$ cat src/rtl/mdu_pkg.sv
// Shared encodings for the EXE-stage multiply/divide sequencer.
package mdu_pkg;

  // Operation encodings carried on req_op
  localparam logic [1:0] MDU_MULT  = 2'b00;
  localparam logic [1:0] MDU_MULTU = 2'b01;
  localparam logic [1:0] MDU_DIV   = 2'b10;
  localparam logic [1:0] MDU_DIVU  = 2'b11;

  // Sequencer states
  localparam logic [2:0] ST_IDLE      = 3'd0;
  localparam logic [2:0] ST_MUL_WAIT  = 3'd1;
  localparam logic [2:0] ST_DIV_ISSUE = 3'd2;
  localparam logic [2:0] ST_DIV_WAIT  = 3'd3;
  localparam logic [2:0] ST_DONE      = 3'd4;
  localparam logic [2:0] ST_DRAIN     = 3'd5;

  // Legal multiplier latency range (fits the 4-bit countdown)
  localparam int MUL_LAT_MIN = 1;
  localparam int MUL_LAT_MAX = 15;

  // op[1] selects the divider
  function automatic logic mdu_is_div(input logic [1:0] op);
    return op[1];
  endfunction

  // op[0]==0 selects the signed flavour
  function automatic logic mdu_is_signed(input logic [1:0] op);
    return ~op[0];
  endfunction

endpackage

$ cat src/rtl/mdu_ctrl_axis_pair_issue.sv
// Issues one transaction on the dividend and divisor AXI-Stream channels.
// Each channel drops tvalid independently after its own handshake.
module axis_pair_issue (
  input  logic clk,
  input  logic resetn,
  input  logic start,
  input  logic clear,
  input  logic dvd_tready,
  input  logic dvs_tready,
  output logic dvd_tvalid,
  output logic dvs_tvalid,
  output logic both_accepted,
  output logic any_accepted
);

  logic dvd_acc_r;
  logic dvs_acc_r;
  logic dvd_hs_s;
  logic dvs_hs_s;

  assign dvd_hs_s = dvd_tvalid & dvd_tready;
  assign dvs_hs_s = dvs_tvalid & dvs_tready;

  // A handshake in the current cycle already counts as accepted
  assign both_accepted = (dvd_acc_r | dvd_hs_s) & (dvs_acc_r | dvs_hs_s);
  assign any_accepted  = dvd_acc_r | dvs_acc_r | dvd_hs_s | dvs_hs_s;

  // Dividend channel: raise on start, retire on handshake, drop on clear
  always_ff @(posedge clk or negedge resetn) begin
    if (!resetn) begin
      dvd_tvalid <= 1'b0;
      dvd_acc_r  <= 1'b0;
    end else if (start) begin
      dvd_tvalid <= 1'b1;
      dvd_acc_r  <= 1'b0;
    end else if (clear) begin
      dvd_tvalid <= 1'b0;
      dvd_acc_r  <= 1'b0;
    end else if (dvd_hs_s) begin
      dvd_tvalid <= 1'b0;
      dvd_acc_r  <= 1'b1;
    end else begin
      dvd_tvalid <= dvd_tvalid;
      dvd_acc_r  <= dvd_acc_r;
    end
  end

  // Divisor channel: same life cycle as the dividend channel
  always_ff @(posedge clk or negedge resetn) begin
    if (!resetn) begin
      dvs_tvalid <= 1'b0;
      dvs_acc_r  <= 1'b0;
    end else if (start) begin
      dvs_tvalid <= 1'b1;
      dvs_acc_r  <= 1'b0;
    end else if (clear) begin
      dvs_tvalid <= 1'b0;
      dvs_acc_r  <= 1'b0;
    end else if (dvs_hs_s) begin
      dvs_tvalid <= 1'b0;
      dvs_acc_r  <= 1'b1;
    end else begin
      dvs_tvalid <= dvs_tvalid;
      dvs_acc_r  <= dvs_acc_r;
    end
  end

endmodule

$ cat src/rtl/mdu_ctrl.sv
// Multiply/divide sequencer for the EXE stage: drives a fixed-latency
// multiplier and the AXI-Stream dividers, holds the result until EXE
// advances, and drains divider results orphaned by a flush.
module mdu_ctrl
  import mdu_pkg::*;
#(
  parameter int MUL_LAT = 2
) (
  input  logic        clk,
  input  logic        resetn,
  input  logic        req_valid,
  input  logic [1:0]  req_op,
  input  logic [31:0] req_src1,
  input  logic [31:0] req_src2,
  input  logic        ack,
  input  logic        flush,
  output logic        done,
  output logic [31:0] res_hi,
  output logic [31:0] res_lo,
  output logic        busy,
  output logic        mul_signed,
  output logic [31:0] mul_a,
  output logic [31:0] mul_b,
  input  logic [63:0] mul_p,
  output logic        div_signed,
  output logic        s_axis_dividend_tvalid,
  input  logic        s_axis_dividend_tready,
  output logic        s_axis_divisor_tvalid,
  input  logic        s_axis_divisor_tready,
  output logic [31:0] div_dividend,
  output logic [31:0] div_divisor,
  input  logic        m_axis_dout_tvalid,
  input  logic [63:0] m_axis_dout_tdata
);

  // Out-of-range latencies are clamped into the countdown's range
  localparam int MUL_LAT_EFF = (MUL_LAT < MUL_LAT_MIN) ? MUL_LAT_MIN :
                               (MUL_LAT > MUL_LAT_MAX) ? MUL_LAT_MAX : MUL_LAT;
  localparam logic [3:0] MUL_LAT_C = 4'(MUL_LAT_EFF);

  logic [2:0] state_r;
  logic [2:0] state_nx_s;
  logic [3:0] cnt_r;
  logic       kill_r;
  logic       accept_s;
  logic       start_div_s;
  logic       clear_div_s;
  logic       cap_mul_s;
  logic       cap_div_s;
  logic       kill_set_s;
  logic       both_acc_s;
  logic       any_acc_s;

  axis_pair_issue u_issue (
    .clk           (clk),
    .resetn        (resetn),
    .start         (start_div_s),
    .clear         (clear_div_s),
    .dvd_tready    (s_axis_dividend_tready),
    .dvs_tready    (s_axis_divisor_tready),
    .dvd_tvalid    (s_axis_dividend_tvalid),
    .dvs_tvalid    (s_axis_divisor_tvalid),
    .both_accepted (both_acc_s),
    .any_accepted  (any_acc_s)
  );

  // Next-state and control decode; flush outranks ack, capture and accept
  always_comb begin
    state_nx_s  = state_r;
    accept_s    = 1'b0;
    start_div_s = 1'b0;
    clear_div_s = 1'b0;
    cap_mul_s   = 1'b0;
    cap_div_s   = 1'b0;
    kill_set_s  = 1'b0;
    case (state_r)
      ST_IDLE: begin
        if (req_valid && !flush) begin
          accept_s = 1'b1;
          if (mdu_is_div(req_op)) begin
            start_div_s = 1'b1;
            state_nx_s  = ST_DIV_ISSUE;
          end else begin
            state_nx_s  = ST_MUL_WAIT;
          end
        end else begin
          state_nx_s = ST_IDLE;
        end
      end
      ST_MUL_WAIT: begin
        if (flush) begin
          state_nx_s = ST_IDLE;
        end else if (cnt_r == 4'd1) begin
          cap_mul_s  = 1'b1;
          state_nx_s = ST_DONE;
        end else begin
          state_nx_s = ST_MUL_WAIT;
        end
      end
      ST_DIV_ISSUE: begin
        if (flush && !any_acc_s) begin
          // Nothing reached the divider yet: simply withdraw
          clear_div_s = 1'b1;
          state_nx_s  = ST_IDLE;
        end else if (both_acc_s) begin
          // A killed transaction must still be drained from the IP
          clear_div_s = 1'b1;
          state_nx_s  = (kill_r || flush) ? ST_DRAIN : ST_DIV_WAIT;
        end else begin
          kill_set_s = flush;
          state_nx_s = ST_DIV_ISSUE;
        end
      end
      ST_DIV_WAIT: begin
        if (m_axis_dout_tvalid) begin
          if (flush) begin
            // Result arrives with the flush: it is consumed and dropped here
            state_nx_s = ST_IDLE;
          end else begin
            cap_div_s  = 1'b1;
            state_nx_s = ST_DONE;
          end
        end else if (flush) begin
          state_nx_s = ST_DRAIN;
        end else begin
          state_nx_s = ST_DIV_WAIT;
        end
      end
      ST_DONE: begin
        if (flush || ack) begin
          state_nx_s = ST_IDLE;
        end else begin
          state_nx_s = ST_DONE;
        end
      end
      ST_DRAIN: begin
        if (m_axis_dout_tvalid) begin
          state_nx_s = ST_IDLE;
        end else begin
          state_nx_s = ST_DRAIN;
        end
      end
      default: begin
        clear_div_s = 1'b1;
        state_nx_s  = ST_IDLE;
      end
    endcase
  end

  // State, countdown, kill flag and registered status outputs
  always_ff @(posedge clk or negedge resetn) begin
    if (!resetn) begin
      state_r <= ST_IDLE;
      cnt_r   <= 4'd0;
      kill_r  <= 1'b0;
      done    <= 1'b0;
      busy    <= 1'b0;
    end else begin
      state_r <= state_nx_s;
      done    <= (state_nx_s == ST_DONE);
      busy    <= (state_nx_s != ST_IDLE);
      kill_r  <= (state_nx_s == ST_DIV_ISSUE) & (kill_r | kill_set_s);
      if (accept_s && !mdu_is_div(req_op)) begin
        cnt_r <= MUL_LAT_C;
      end else if (state_nx_s == ST_MUL_WAIT) begin
        cnt_r <= cnt_r - 4'd1;
      end else begin
        cnt_r <= 4'd0;
      end
    end
  end

  // Operand registers, loaded once at acceptance and held for the IPs
  always_ff @(posedge clk or negedge resetn) begin
    if (!resetn) begin
      mul_signed   <= 1'b0;
      mul_a        <= 32'd0;
      mul_b        <= 32'd0;
      div_signed   <= 1'b0;
      div_dividend <= 32'd0;
      div_divisor  <= 32'd0;
    end else if (accept_s && mdu_is_div(req_op)) begin
      div_signed   <= mdu_is_signed(req_op);
      div_dividend <= req_src1;
      div_divisor  <= req_src2;
    end else if (accept_s) begin
      mul_signed   <= mdu_is_signed(req_op);
      mul_a        <= req_src1;
      mul_b        <= req_src2;
    end else begin
      mul_signed   <= mul_signed;
      div_signed   <= div_signed;
    end
  end

  // Result registers: divider tdata is {quotient, remainder}
  always_ff @(posedge clk or negedge resetn) begin
    if (!resetn) begin
      res_hi <= 32'd0;
      res_lo <= 32'd0;
    end else if (cap_mul_s) begin
      res_hi <= mul_p[63:32];
      res_lo <= mul_p[31:0];
    end else if (cap_div_s) begin
      res_hi <= m_axis_dout_tdata[31:0];
      res_lo <= m_axis_dout_tdata[63:32];
    end else begin
      res_hi <= res_hi;
      res_lo <= res_lo;
    end
  end

endmodule
$ cat config.mk
export PLATFORM = sky130hd
export DESIGN_NAME = mdu_ctrl
export DESIGN_NICKNAME = d
export VERILOG_FILES = /design/src/rtl/mdu_pkg.sv /design/src/rtl/mdu_ctrl_axis_pair_issue.sv /design/src/rtl/mdu_ctrl.sv
export SDC_FILE = /design/constraint.sdc
export NUM_CORES = 1
export LEC_CHECK = 0
export CAP_MARGIN = 10
export CELL_PAD_IN_SITES_DETAIL_PLACEMENT = 0
export CELL_PAD_IN_SITES_GLOBAL_PLACEMENT = 2
export CORE_MARGIN = 4
export CORE_UTILIZATION = 32
export DETAILED_ROUTE_END_ITERATION = 8
export DONT_BUFFER_PORTS = 1
export HOLD_SLACK_MARGIN = 0.06
export PLACE_DENSITY_LB_ADDON = 0.1
export REMOVE_ABC_BUFFERS = 1
export SYNTH_ARGS = -nofsm -noshare
export SYNTH_HDL_FRONTEND = slang
export SYNTH_SLANG_ARGS = --single-unit
$ cat constraint.sdc
create_clock -name clk -period 1.7 [get_ports clk]
set_input_delay 0.17 -clock clk [delete_from_list [all_inputs] [get_ports clk]]
set_output_delay 0.17 -clock clk [all_outputs]
set_load 0.1 [all_outputs]
* Yosys cells after proc, flatten, opt, wreduce, memory -nomap -nowiden *
Index checks and enable logic that the tools add are counted.

storage, ports and cells
  flip-flop bits (word level) = 208
  memories kept = 0
  word-level logic and storage cells = 103
  input port bits = 202
  RAM bits = 0
  bits in read-only memories = 0
  bits in latches = 0

operators by class
  order comparisons = 0
  equality and inequality tests = 9
  $mul = 0
  divide/modulo/power cells = 0
  bitwise gates (word level) = 12
  multiplexer cells = 48
  reductions and logical operators = 16
  shift operators = 0
  add/sub/neg operators = 1

operator list
  kind                 number
  $mux 32              4
  $mux 3               11
  $mux 1               28
  $pmux 3 s6           1
  $eq 3x2->1 const B   3
  $eq 3x3->1 const B   3
  $reduce_bool 3->1    3
  $mux 4               2
  $eq 3x1->1 const B   2
  $or 1x1->1           6
  $reduce_or 5->1      1
  $and 1x1->1          4
  $eq 4x1->1 const B   1
  $logic_and 1x1->1    4
  $sub 4x1->4 const B  1
  $logic_not 1->1      3
  $logic_not 3->1      1
  $logic_or 1x1->1     2
  $mux 2               1
  $not 1->1            2
  $pmux 1 s2           1
  $reduce_and 2->1     1
  $reduce_bool 2->1    1

* Logic depth before layout (Yosys ltp) *
  depth after elaboration = 10
  gate-level depth with buffers = 8
  mapped depth without buffers = 7

* By module *
From an unflattened synthesis, not the netlist that was laid out.

second synthesis, totals
  cells, all modules = 907
  area, all modules = 8578.2 sq um

by module, submodules not included
  module           area an instance (sq um)  cells each  sequential area each (sq um)  instances
  mdu_ctrl         8425.6                    893         5104.9                        1
  axis_pair_issue  152.6                     14          100.1                         1

* Worst setup path before layout *
No wires, ideal clock.

  path type = register -> register
  start point = register u_issue.dvs_tvalid
  end point = register busy
  arrival = 2131 ps
  setup slack = -555 ps
  path buffers = 0
  stages on the path, launching flop included = 6
  path through = dfrtp_1 a21oi_1 nor2_1 a221oi_1 or3b_4 or2_1

between the ends
  word-level cells in the longest chain between the ends = 7

ends and longest elaborated chain
  what                                                   RTL line                                                        RTL
  start: declaration                                     mdu_ctrl_axis_pair_issue.sv:11                                  output logic dvs_tvalid,
  start signal: assignment                               mdu_ctrl_axis_pair_issue.sv:63                                  dvs_tvalid <= dvs_tvalid;
  $and 1x1->1 *                                          mdu_ctrl_axis_pair_issue.sv:22                                  assign dvs_hs_s = dvs_tvalid & dvs_tready;
  $or 1x1->1, on equally long branches                   mdu_ctrl_axis_pair_issue.sv:25, mdu_ctrl_axis_pair_issue.sv:26
  $and 1x1->1 / $logic_not 1->1 (equally long branches)  mdu_ctrl_axis_pair_issue.sv:25, mdu_ctrl.sv:101
  $mux 3 / $logic_and 1x1->1 (equally long branches)     mdu_ctrl.sv:105, mdu_ctrl.sv:101
  $mux 3 *                                               mdu_ctrl.sv:101                                                 if (flush && !any_acc_s) begin
  $pmux 3 s6 *                                           mdu_ctrl.sv:76                                                  case (state_r)
  $reduce_bool 3->1 *                                    mdu_ctrl.sv:161                                                 busy <= (state_nx_s != ST_IDLE);
  end signal: assignment                                 mdu_ctrl.sv:161
  end: declaration                                       mdu_ctrl.sv:20                                                  output logic busy,

Every way passes the cells marked *; elsewhere a longest branch is shown, timed or not.
A chain may end at the register's enable or synchronous reset.

* Final worst setup path *
  start point = register state_r[2]
  end point = register cnt_r[1]

between the ends
  word-level cells in the longest chain between the ends = 5

ends and longest elaborated chain
  what                                      RTL line         RTL
  start: declaration                        mdu_ctrl.sv:41   logic [2:0] state_r;
  start signal: assignment                  mdu_ctrl.sv:159  state_r <= state_nx_s;
  $eq 3x3->1, or another cell as far along  mdu_ctrl.sv:76
  $pmux 3 s6 *                              mdu_ctrl.sv:76
  via state_nx_s[2]                         mdu_ctrl.sv:42   logic [2:0] state_nx_s;
  $eq 3x1->1 *                              mdu_ctrl.sv:165  end else if (state_nx_s == ST_MUL_WAIT) begin
  $mux 4 *                                  mdu_ctrl.sv:165
  $mux 4 *                                  mdu_ctrl.sv:163  if (accept_s && !mdu_is_div(req_op)) begin
  end signal: assignment                    mdu_ctrl.sv:166  cnt_r <= cnt_r - 4'd1;
  end: declaration                          mdu_ctrl.sv:43   logic [3:0] cnt_r;

The timed path passes the listed nets; every way through them passes the cells marked *.

==> impl_metrics.yaml <==
status:
  status: "complete, but fails checks"
  violations: "negative hold slack, negative setup slack"
critical_path:
  r2r_slack_ns: -0.09
  crit_family: "simple AND/OR/NAND/NOR gates"
  crit_arrival_ns: 2.19
  r2r-start: "state_r[2]"
  r2r-end: "cnt_r[1]"
  startpoint: "state_r[2]"
  cp-end-kind: "flip-flop"
  max_stage_delay_ns: 0.41
  worstPathMaxFanout: 6
  crit_path_top_delay_cell: "or4_1"
  path_class: "flip-flop to flip-flop"
  cp_cell_sequence: "buf_6, or3b_1, or4_1, nand4_1, or3b_4, o31ai_2"
  crit_path_start_kind: "flip-flop"
  worst-r2r-cell-count: 6
  cp.buffers_inverters: 1
  cp_data_required_time_ns: 2.10
logic_synthesis:
  synth_flop_cell: "dfrtp_1"
  synth_mux_area_share_pct: 7.46
  synth_seq_cells: 208
  synth_cell_type_count: 36
  synth_edf_count: 0
  synth_cells: 906
  async_flop_share_pct: 100
  synth.yosys.seq_area_share_pct: 60.6
  synth_top_family_by_area: "simple AND/OR/NAND/NOR gates"
  synth_area_mm2: 0.00859
  synth-compound-area-share_pct: 4.81
  avgSynthCellArea_um2: 9.48
  yosysWarnings: 0
  yosys.area_share.simple_pct: 22.5
  synth_fa_ha_area_share_pct: 0.583
  synthXorXnorAreaFrac_pct: 0.408
clock_tree:
  cts_sinks: 208
  tritoncts: "built"
  h-tree-depth: 1
  cts_max_path_buffers: 3
  clk_pin_slew_ns: 0.06
  insertion_delay_ns: 0.52
  ctsRootBufferMaster: "clkbuf_16"
  numCtsBuffers: 25
place:
  post_dp_cell_area_mm2: 0.0107
  io_buffers: 0
  place_ws_ns: -0.213
  gp_congestion: 0.836
  post-dp-hpwl_um: 20800
sta:
  timing.final.crit_share_pct: 105
  setup_viol: 128
  worst_pin_slew_ns: 0.714
  fin_skew_ns: 0.0120
  rsz0062_at_grt: "yes"
  period_minus_slack_ns: 1.79
  max_freq_mhz: 559
  setup_ws_ns: -0.0896
  relSlewSlack_pct: 52.4
  slew_viol_final: 0
  hold_slack_ns: -0.643
  final_hold_viol_count: 208
drt:
  post-route-drc-count: 0
  num_vias: 8065
  via_per_inst: 4.75
  dr_wl_met2_um: 17100
  drt-initial-drc-count: 351
  dr.pass1.iters: 6
  top_layer: "met5"
  drtAntennaViolNets: 0
  m1WireLength_um: 13400
  wl_met3_um: 2810
  wl_um: 34400
  routedWlPerCell_um: 20.3
floorplan:
  start_util_pct: 32.8
  core_area_mm2: 0.0262
  ios: 400
  die_y_um: 172
  die_w_um: 172
  die_area_mm2: 0.0295
  num_rows: 59
final_layout:
  n_antenna_cell: 0
  fin_util_pct: 56.6
  mostFrequentLayoutCells: "nand2_1 (264), buf_4 (217), dfrtp_1 (208)"
  design_area_mm2: 0.0148
  final_common_cell: "nand2_1"
  drive_gt1_share_pct: 36.0
  syn2layout_area_growth_pct: 72.8
  layout.nets: 1550
global_route:
  grt_pass1_vias: 8266
  grt_max_degree: 209
  grt_usage_pct: 19.8
  antenna_found_initial: 1
  grt_overflow_total: 0
  grt_pass1_wl_um: 46100
hold_path:
  hold_path.class: "primary input to async pin"
run:
  drv_cap: 0
-- how the worst max path moves through the flow --
stage                      endpoint  slack, ns  cells after the start
after floorplan            cnt_r[2]      -2.50                      7
after global routing       cnt_r[2]      -0.20                      6
after global placement         busy      -0.11                      8
after CTS                 mul_b[24]      -0.09                      7
after detailed placement     kill_r      -0.21                      6
final                      cnt_r[1]      -0.09                      6
-- cell families (layout without fill, tap and decap cells) --
group,after synthesis,in the layout
xor+xnor,4,4
fa+ha+maj,4,4
compound gates,78,78
simple gates,488,488
mux,64,64
buf+inv,60,516
flops,208,208
-- metrics by stage --
stage,hold slack (ns),setup TNS (ns),cells
finish,-0.643,-5.20,1697
detailed placement,-0.119,-6.73,1426
CTS,-0.675,-2.61,1671
global placement,-0.120,-4.25,1426
global route,-0.670,-15.48,1697
floorplan,-0.126,-334.05,853
-- state kept, by name, indices dropped and copies added, names as in the netlist --
| register | flops |
|---|---|
| busy | 1 |
| cnt_r | 4 |
| div_dividend | 32 |
| div_divisor | 32 |
| div_signed | 1 |
| done | 1 |
| kill_r | 1 |
| mul_a | 32 |
| mul_b | 32 |
| mul_signed | 1 |
| res_hi | 32 |
| res_lo | 32 |
| state_r | 3 |
| u_issue.dvd_acc_r | 1 |
| u_issue.dvd_tvalid | 1 |
| u_issue.dvs_acc_r | 1 |
| u_issue.dvs_tvalid | 1 |
-- layout make-up --
type	instances	area (µm²)
inverters	7	26.3
clock inverters	9	153
repair buffers	464	4520
flip-flops and latches	208	5200
fillers	2213	11400
multi-input cells	638	3800
well taps	335	419
clock buffers	36	707
-- repair_timing --
item / in CTS / in global routing
pin swaps: 8 / 140
hold buffers: 192 / 5
setup buffers: 5 / 3
gates cloned: 4 / 19
hold endpoints to repair: 410 / 218
gates resized for setup: 37 / 212
endpoints found under the setup margin: 147 / 202
-- per-layer routing --
layer / global-route usage, % / vias to the layer above
li1: - / 3772
met2: 34.7 / 350
met4: 7.38 / 2
met3: 5.75 / 73
met1: 22.9 / 3868
met5: 0 / -
-- synthesized netlist by cell type, drive strengths merged, types with 3 or more instances --
master  number  area (µm²)
nand2      389        1460
dfrtp      208        5200
nor2        67         251
a21oi       66         330
mux2i       64         641
clkbuf      27         101
buf         26         180
inv          7        26.3
nor3         6        40.0
o21ai        6        30.0
nand2b       5        31.3
ha           4        50.1
xnor2        4        35.0
nor4         3        18.8
or3          3        23.8
Power is left out: the tool's default activity adds up to more than one toggle a clock period on the data nets, which glitch-free logic cannot reach.
